===== src/rtl/mul32_shift_add.sv =====
// Sequential unsigned WIDTH x WIDTH -> 2*WIDTH shift-add multiplier, one step per clock.
// Each step uses the external ripple adder through the add_* ports.
module mul32_shift_add #(
    parameter int WIDTH = 32
) (
    input  logic               clk,
    input  logic               rst,
    input  logic               start,
    input  logic [WIDTH-1:0]   mcand,
    input  logic [WIDTH-1:0]   mplier,
    output logic               busy,
    output logic               done,
    output logic [2*WIDTH-1:0] product,
    output logic [WIDTH-1:0]   add_a,
    output logic [WIDTH-1:0]   add_b,
    output logic               add_c0,
    input  logic [WIDTH-1:0]   add_s,
    input  logic               add_co
);

    localparam int CW = $clog2(WIDTH) + 1;
    localparam logic [CW-1:0] LAST_STEP = CW'(WIDTH - 1);

    typedef enum logic [1:0] {
        IDLE = 2'd0,
        RUN  = 2'd1,
        DONE = 2'd2
    } state_t;

    state_t           state_r;
    state_t           state_s;
    logic [WIDTH-1:0] hi_r;
    logic [WIDTH-1:0] lo_r;
    logic [WIDTH-1:0] mcand_r;
    logic [CW-1:0]    cnt_r;
    logic             busy_r;
    logic             done_r;

    // Next-state decode; DONE always lasts exactly one cycle
    always_comb begin
        state_s = state_r;
        case (state_r)
            IDLE: begin
                if (start) begin
                    state_s = RUN;
                end else begin
                    state_s = IDLE;
                end
            end
            RUN: begin
                if (cnt_r == LAST_STEP) begin
                    state_s = DONE;
                end else begin
                    state_s = RUN;
                end
            end
            DONE:    state_s = IDLE;
            default: state_s = IDLE;
        endcase
    end

    // State register plus registered busy/done flags that track the next state
    always_ff @(posedge clk or posedge rst) begin
        if (rst) begin
            state_r <= IDLE;
            busy_r  <= 1'b0;
            done_r  <= 1'b0;
        end else begin
            state_r <= state_s;
            busy_r  <= (state_s == RUN);
            done_r  <= (state_s == DONE);
        end
    end

    // Datapath: operand capture on accepted start, one shift-add step per RUN cycle
    always_ff @(posedge clk or posedge rst) begin
        if (rst) begin
            hi_r    <= '0;
            lo_r    <= '0;
            mcand_r <= '0;
            cnt_r   <= '0;
        end else begin
            case (state_r)
                IDLE: begin
                    if (start) begin
                        hi_r    <= '0;
                        lo_r    <= mplier;
                        mcand_r <= mcand;
                        cnt_r   <= '0;
                    end
                end
                RUN: begin
                    // Adder carry becomes the new hi MSB so the full 2*WIDTH result is kept
                    hi_r  <= {add_co, add_s[WIDTH-1:1]};
                    lo_r  <= {add_s[0], lo_r[WIDTH-1:1]};
                    cnt_r <= cnt_r + CW'(1);
                end
                default: begin
                    hi_r <= hi_r;
                end
            endcase
        end
    end

    assign add_a   = hi_r;
    assign add_b   = lo_r[0] ? mcand_r : {WIDTH{1'b0}};
    assign add_c0  = 1'b0;
    assign product = {hi_r, lo_r};
    assign busy    = busy_r;
    assign done    = done_r;

endmodule


===== config.mk =====
export PLATFORM = sky130hd
export DESIGN_NAME = mul32_shift_add
export DESIGN_NICKNAME = d
export VERILOG_FILES = /design/src/rtl/mul32_shift_add.sv
export SDC_FILE = /design/constraint.sdc
export NUM_CORES = 1
export LEC_CHECK = 0
export BUFFER_PORTS_ARGS = -buffer_cell sky130_fd_sc_hd__buf_2
export CAP_MARGIN = 20
export CORE_ASPECT_RATIO = 0.6
export CORE_MARGIN = 4
export CORE_UTILIZATION = 46
export DETAILED_ROUTE_END_ITERATION = 12
export HOLD_SLACK_MARGIN = 0.1
export PLACE_DENSITY_LB_ADDON = 0.05
export SYNTH_ARGS = -nofsm -noshare
export SYNTH_HDL_FRONTEND = slang
export SYNTH_SLANG_ARGS = --single-unit

===== constraint.sdc =====
create_clock -name clk -period 3.5 [get_ports clk]
set_clock_uncertainty 0.15 [all_clocks]
set_input_delay 0 -clock clk [delete_from_list [all_inputs] [get_ports clk]]
set_output_delay 0 -clock clk [all_outputs]
set_load 0.01 [all_outputs]

Yosys cells after proc, flatten, opt, wreduce, memory -nomap -nowiden
Cells that the tools add are included.
- flip-flop bits (word level): 106
- input port bits: 100
- output and inout bits: 131
- word-level logic and storage cells: 27
- $add $sub $neg: 1
- equality and inequality tests: 5
- multiplexer cells: 10
- reductions and logical operators: 4
- operator list (kind ; count):
    $pmux 32 s2 ; 2
    $mux 32 ; 3
    $pmux 6 s2 ; 1
    $add 6x1->6 const B ; 1
    $eq 6x5->1 const B ; 1
    $mux 6 ; 1
    $eq 2x1->1 const B ; 2
    $pmux 2 s2 ; 1
    $reduce_and 2->1 ; 2
    $eq 2x2->1 const B ; 1
    $logic_not 2->1 ; 1
    $mux 2 ; 1
    $ne 2x2->1 const B ; 1
    $reduce_bool 2->1 ; 1
    $mux 1 ; 1

Depth between registers and ports, before layout
Gate-level depths: netlist (run 1).
- depth in word-level cells: 4
- depth in mapped cells: 6
- depth with buffers taken out: 4

Worst setup path before layout (run 1)
No wires, ideal clock.
- path kind: register to register
- from: register state_r[0]
- to: register mcand_r[0]
- library setup time: 0.125 ns
- data arrival time: 1.435 ns
- slack: 1.790 ns
- stages on the path, launching flop included: 6
- buffers on the path: 3
- clock period less this slack: 1.710 ns
- path through: dfrtp_1 > buf_6 > or3b_1 > buf_6 > buf_6 > mux2_4
- longest elaborated chain between the ends: 2
- ends and longest elaborated chain (element ; RTL line ; text):
    start, declared ; 30 ; state_t state_r;
    start signal, assigned ; 69 ; state_r <= state_s;
    $logic_not 2->1 ; 83 ; case (state_r)
    $reduce_and 2->1 (no source line) ; - ;
    end signal, assigned ; 88 ; mcand_r <= mcand;
    end, declared ; 34 ; logic [WIDTH-1:0] mcand_r;
No other way between the ends.
A chain may end at the register's enable or synchronous reset.

Final worst setup path (run 1)
- from: register state_r[0]
- to: register lo_r[31]
- longest elaborated chain between the ends: 3
- elaborated cells between the ends (all ways): 6
- ends and longest elaborated chain (element ; RTL line ; text):
    $eq 2x1->1 or $logic_not 2->1 (tied branches) ; 83 ;
    $reduce_bool 2->1 (no source line) or $ne 2x2->1 (tied branches) ; - ;
    $reduce_and 2->1 (no source line) ; - ;
    end signal, assigned ; 87 ; lo_r <= mplier;
    end signal, assigned ; 95 ; lo_r <= {add_s[0], lo_r[WIDTH-1:1]};
    end, declared ; 33 ; logic [WIDTH-1:0] lo_r;
Parallel ways exist; a longest one is shown, timed or not.

==> flow_summary.json, run 1 <==
{
  "yosys_warnings": 0,
  "path_cells": "buf_4, nor2b_2, mux2i_1, dlygate4sd3_1, o21ai_0",
  "fillers": 727,
  "dieHeight_um": 86.3,
  "crit_fanout": 36,
  "period_share_pct": 61.7,
  "pwr_density_cell_nw_per_um2": 554,
  "avgRoutedWirePerCell_um": 16.2,
  "crit_arrival_ns": 2.18,
  "wirelength_um": 13200,
  "grt_max_degree": 83,
  "slew_headroom_pct": 32.9,
  "drive_above_1_share_pct": 42.4,
  "cp_slowest_cell": "dlygate4sd3_1",
  "place_area_um2": 5690,
  "antenna_found_initial": 0,
  "power.leakage_nw": 3.57,
  "worstSetupEndpointType": "flop",
  "synth_area_leaders": "dfrtp_1 (56%), mux2_4 (8.3%), a22o_1 (6.1%)",
  "rsz0062_at_grt": "no",
  "fin_crit_ns": 2.16,
  "worstMarginPinSlew_ns": 1.00,
  "ys_seq_area_share_pct": 56.4,
  "cp.buffers_inverters": 2,
  "clockBufferDepth": 2,
  "synth.distinct_cells": 29,
  "num_rows": 28,
  "post-synth-top-count-cell": "dfrtp_1",
  "worstPathRequired_ns": 3.52,
  "initial_core_util_pct": 47.4,
  "status": "completed",
  "nNetsFinal": 777,
  "ys_seq_elements": 106,
  "drtIter0Drc": 164,
  "yosysTopAreaCell": "dfrtp_1",
  "synth_cells": 391,
  "fin_tns_setup_ns": 0,
  "peakVddDrop_mv": 0.320,
  "place.gp.congestion": 0.863,
  "path_class": "flop to flop",
  "core-area_um2": 9910,
  "cpLargestDelayFamily": "buffers and inverters",
  "netlist_area_um2": 4700,
  "crit_path_max_incr_delay_ns": 0.56,
  "cts_tree": "yes",
  "hold_viol_final": 0,
  "h-tree-depth": 3,
  "grt.overflow.total": 0,
  "yosys-top-cells-count": "dfrtp_1 (106), o21ai_0 (38), nand2_1 (37)",
  "antennaDiodeCount": 0,
  "root_buffer": "clkbuf_16",
  "fmax_mhz": 463,
  "firstDrtPassIters": 4,
  "drtAntennaViolNets": 0,
  "cts.sinks": 106,
  "clkTransAtPathRegs_ns": 0.06,
  "track_usage_pct": 22.5,
  "design_area_um2": 7000,
  "portBuffers": 229,
  "hp-class": "input port to flop",
  "vias": 4050,
  "power_mw": 3.88,
  "setup_viol": 0,
  "die_w_um": 139,
  "insertion_delay_ns": 0.34,
  "synth_edf_count": 0,
  "synth_top_area_share_pct": 56.4,
  "syn_avg_cell_area_um2": 12.0,
  "mappedNetlistNets": 492,
  "maxSlewViolCount": 0,
  "cap_violations": 0,
  "route.detailed.drc": 0,
  "grt_pass1_wl_um": 22000,
  "via_per_inst": 4.97,
  "ys.flop_type": "dfrtp_1",
  "ys_async_sr_fraction_pct": 100,
  "grt_pass1_vias": 4285,
  "area_growth_pct": 48.9,
  "cts_setup_buffers": 0,
  "cts_buffers": 9,
  "dp_hpwl_um": 8190,
  "cp-start-kind": "flop",
  "ios": 231,
  "die_area_um2": 12000
}
==> worst paths after layout <==
path | start | end | slack (ns) | depth (start not counted)
max | state_r[0]$_DFF_PP0_ | lo_r[31]$_DFFE_PP0P_ | 1.34 | 5
min | start | lo_r[6]$_DFFE_PP0P_ | 0.21 | 4
max in group asynchronous | rst | add_a[19]$_DFFE_PP0P_ | 1.70 | 6
min reg2reg | mcand_r[15]$_DFFE_PP0N_ | mcand_r[15]$_DFFE_PP0N_ | 0.35 | 1
min in group asynchronous | rst | mcand_r[8]$_DFFE_PP0N_ | 0.54 | 4
max reg2reg | state_r[0]$_DFF_PP0_ | lo_r[31]$_DFFE_PP0P_ | 1.34 | 5
==> routing by layer <==
metal / vias to the layer above / share of wire, % / wire length [µm] / global-route usage (%)
li1: 1915 / - / - / -
met1: 1941 / 44 / 5800 / 29.5
met2: 173 / 47 / 6230 / 37.3
met3: 21 / 7.3 / 961 / 6.45
met4: 0 / 1.7 / 218 / 6.19
met5: - / 0 / 0 / 0
==> layout by cell type (no fill, tap or decap), types with 2 or more instances in the layout <==
master         instances
buf_2                229
dfrtp_1              106
dlygate4sd3_1         99
o21ai_0               38
nand2_1               37
a22o_1                33
and2_1                32
a22oi_1               31
mux2_4                26
clkbuf_16              9
buf_4                  7
mux2_2                 6
clkinvlp_4             3
nor2b_2                2
nor4_1                 2
nand3_1                2
==> power breakdown <==
group | switching (mW) | total [mW] | internal [mW]
Combinational | 0.527 | 1.15 | 0.619
Clock | 0.427 | 0.998 | 0.570
Sequential | 0.231 | 1.74 | 1.50
==> cell type report <==
class / instances / area (µm²) / share of cell area (%)
clock buffer: 11 / 243 / 3.47
clock inverter: 4 / 52.6 / 0.750
inverter: 1 / 6.26 / 0.0893
multi-input combinational: 222 / 1660 / 23.7
sequential: 106 / 2650 / 37.9
tap: 135 / 169 / 2.41
timing repair buffer: 336 / 2220 / 31.7
==> repair_timing <==
action                    CTS  global route
resized for setup           0             0
hold endpoints to repair  177             9
hold buffers               98             1
==> registers in the layout, indices dropped and copies added, names as in the netlist <==
name     cells
state_r      2
busy         1
mcand_r     32
cnt_r        6
done         1
lo_r        32
add_a       32
==> per-stage QoR <==
stage	setup WS (ns)	util [%]	hold slack, ns	cells
2_1_floorplan	0.561	-	-0.0175	391
3_3_place_gp	1.40	57.4	0.0671	700
3_5_place_dp	1.38	57.4	0.0705	700
4_1_cts	1.36	70.3	0.199	813
5_1_grt	1.19	70.6	0.260	815
6_report	1.34	70.6	0.210	815
==> tightest hold or removal path: stages <==
cell,delay (ns)
buf_2,0.12
o21bai_4,0.31
nand2_1,0.15
o21ai_0,0.06
==> kinds of logic (layout without fill, tap and decap cells) <==
logic type	Yosys count	count (layout)	synth area share, %
AO/OA/AOI/OAI	107	107	16.0
multiplexers	33	33	9.95
adder cells (fa/ha/maj)	1	1	0.266
other	1	1	0.0798
XOR/XNOR	1	1	0.186
AND/OR/NAND/NOR	79	79	8.54
buffers and inverters	63	352	8.57
flip-flops	106	106	56.4
Note: power is estimated with default switching activity, not from simulation.
==> run 2: changes to the inputs <==
- ABC_AREA: not set -> 1
- clock period: 3.5 -> 2.05 ns (I/O delays scaled with it)
==> run 2 against run 1 <==
  * Clock power increased by 68%
  * Clock-buffer cell count did not move
  * Utilization grew 2.3 points
  * Setup slack worse by 1.2 ns
  * Register-to-register slack lost 1.2 ns
  * Fmax rose by 15%
  * Combinational power grew to 3.1 times the previous value
  * Critical path type unchanged
  * Largest cell class unchanged
==> flow_summary.json, run 2 <==
{
  "antennaDiodeCount": 0,
  "cts_buffers": 9,
  "root_buffer": "clkbuf_16",
  "hp-class": "input port to async pin",
  "place.gp.congestion": 0.882,
  "status": "completed",
  "maxSlewViolCount": 0,
  "avgRoutedWirePerCell_um": 13.3,
  "power.leakage_nw": 4.20,
  "vias": 4850,
  "wirelength_um": 14000,
  "drtAntennaViolNets": 0,
  "final_cell_mix": "nand2_1 (341), buf_2 (229), dlygate4sd3_1 (118)",
  "fin_cells": 1046,
  "crit_fanout": 20,
  "cts_tree": "yes",
  "synth.distinct_cells": 20,
  "ys_seq_elements": 106,
  "pwr_density_cell_nw_per_um2": 1210,
  "period_share_pct": 91.4,
  "initial_core_util_pct": 47.8,
  "syn_avg_cell_area_um2": 7.96,
  "num_rows": 28,
  "grt.overflow.total": 0,
  "fin_crit_ns": 1.87,
  "die_area_um2": 12100,
  "worstSetupEndpointType": "flop",
  "route.detailed.drc": 0,
  "ys_async_sr_fraction_pct": 100,
  "grt_pass1_vias": 4864,
  "grt_max_degree": 68,
  "cap_violations": 0,
  "h-tree-depth": 3,
  "cts_resized": 0,
  "reg2reg_depth": 6,
  "clockBufferDepth": 2,
  "core-area_um2": 9980,
  "worstMarginPinSlew_ns": 0.559,
  "fin_tns_setup_ns": 0,
  "crit_arrival_ns": 2.00,
  "synth_area_leaders": "dfrtp_1 (56%), nand2_1 (27%), buf_4 (5.2%)",
  "mappedNetlistNets": 701,
  "cp-start-kind": "flop",
  "final_core_util_pct": 73.0,
  "die_w_um": 140,
  "grt_pass1_wl_um": 23000,
  "track_usage_pct": 23.4,
  "synth_top_area_share_pct": 55.6,
  "timing.final.ws_setup_ns": 0.177,
  "yosysTopAreaCell": "dfrtp_1",
  "synth_edf_count": 0,
  "startpoint": "state_r[1]$_DFF_PP0_",
  "setup_viol": 0,
  "place_inst": 911,
  "peakVddDrop_mv": 0.682,
  "ys_seq_area_share_pct": 55.6,
  "firstDrtPassIters": 4,
  "drive_above_1_share_pct": 28.4,
  "clkTransAtPathRegs_ns": 0.07,
  "ios": 231,
  "worstPathRequired_ns": 2.18,
  "netlist_area_um2": 4770,
  "drtIter0Drc": 242,
  "yosys-top-cells-count": "nand2_1 (341), dfrtp_1 (106), inv_1 (39)",
  "dp_worst_setup_slack_ns": 0.106,
  "hold_viol_final": 0,
  "path_class": "flop to flop",
  "rsz0062_at_grt": "no",
  "yosys_warnings": 0,
  "dieHeight_um": 86.9,
  "nNetsFinal": 1007,
  "layout_commonest_cell": "nand2_1",
  "cts.sinks": 106,
  "dp_hpwl_um": 8740,
  "timing.rr.start": "state_r[1]$_DFF_PP0_",
  "insertion_delay_ns": 0.34,
  "synth_cells": 600,
  "slew_headroom_pct": 62.6,
  "antenna_found_initial": 0,
  "via_per_inst": 4.64,
  "place_area_um2": 5800,
  "design_area_um2": 7280,
  "area_growth_pct": 52.6,
  "fmax_mhz": 534,
  "ys.flop_type": "dfrtp_1",
  "portBuffers": 229,
  "post-synth-top-count-cell": "nand2_1"
}
[run 2: kinds of logic (layout without fill, tap and decap cells)]
kind of cell | count (synthesis) | in the layout | synth area share [%]
compound gates | 6 | 6 | 0.629
fa+ha+maj | 1 | 1 | 0.262
buf+inv | 103 | 414 | 11.7
flops | 106 | 106 | 55.6
other cells | 1 | 1 | 0.0786
simple gates | 383 | 383 | 31.7
[run 2: cell type report]
class	count	area (µm²)
flip-flops and latches	106	2650
well taps	135	169
clock buffers	11	233
multi-input cells	391	1560
repair buffers	355	2450
fillers	745	2700
clock inverters	5	55.1
inverters	43	165
[run 2: where the power goes]
part,internal [mW],switching [mW]
sequential,2.94,0.590
combinational,1.52,2.08
clock,0.944,0.735
[run 2: worst paths after layout]
| check | end | slack (ns) |
|---|---|---|
| hold / removal | add_a[18]$_DFFE_PP0P_ | 0.11 |
| max in group asynchronous | add_a[31]$_DFFE_PP0P_ | 0.94 |
| setup / recovery | mcand_r[26]$_DFFE_PP0N_ | 0.18 |
| min in group clk | mcand_r[4]$_DFFE_PP0N_ | 0.24 |
| hold reg to reg | mcand_r[20]$_DFFE_PP0N_ | 0.33 |
| setup reg to reg | mcand_r[26]$_DFFE_PP0N_ | 0.18 |
[run 2: critical path, cell delays in order, from the launching register on]
cell,delay (ns)
dfrtp_1,0.42
inv_2,0.12
nand3_4,0.08
inv_2,0.29
nand2_1,0.11
dlygate4sd3_1,0.57
nand2_1,0.06
[run 2: stage by stage]
stage	hold WS [ns]	total power [mW]
2_1_floorplan	-0.0404	5.71
6_report	0.114	8.81
4_1_cts	0.128	8.84
3_5_place_dp	-0.0565	6.92
3_3_place_gp	-0.0649	6.81
5_1_grt	0.150	9.51
[run 2: what timing repair did]
action,4_1_cts,5_1_grt
hold buffers,118,0
buffers inserted,0,0
endpoints found under the hold margin,204,0
[run 2: per-layer routing]
layer / global-route usage, % / up-vias / part of all wire (%)
li1: - / 2373 / -
met1: 29.5 / 2235 / 42
met2: 39.4 / 210 / 49
met3: 6.75 / 32 / 7.2
met4: 8.08 / 0 / 2.5
met5: 0 / - / 0
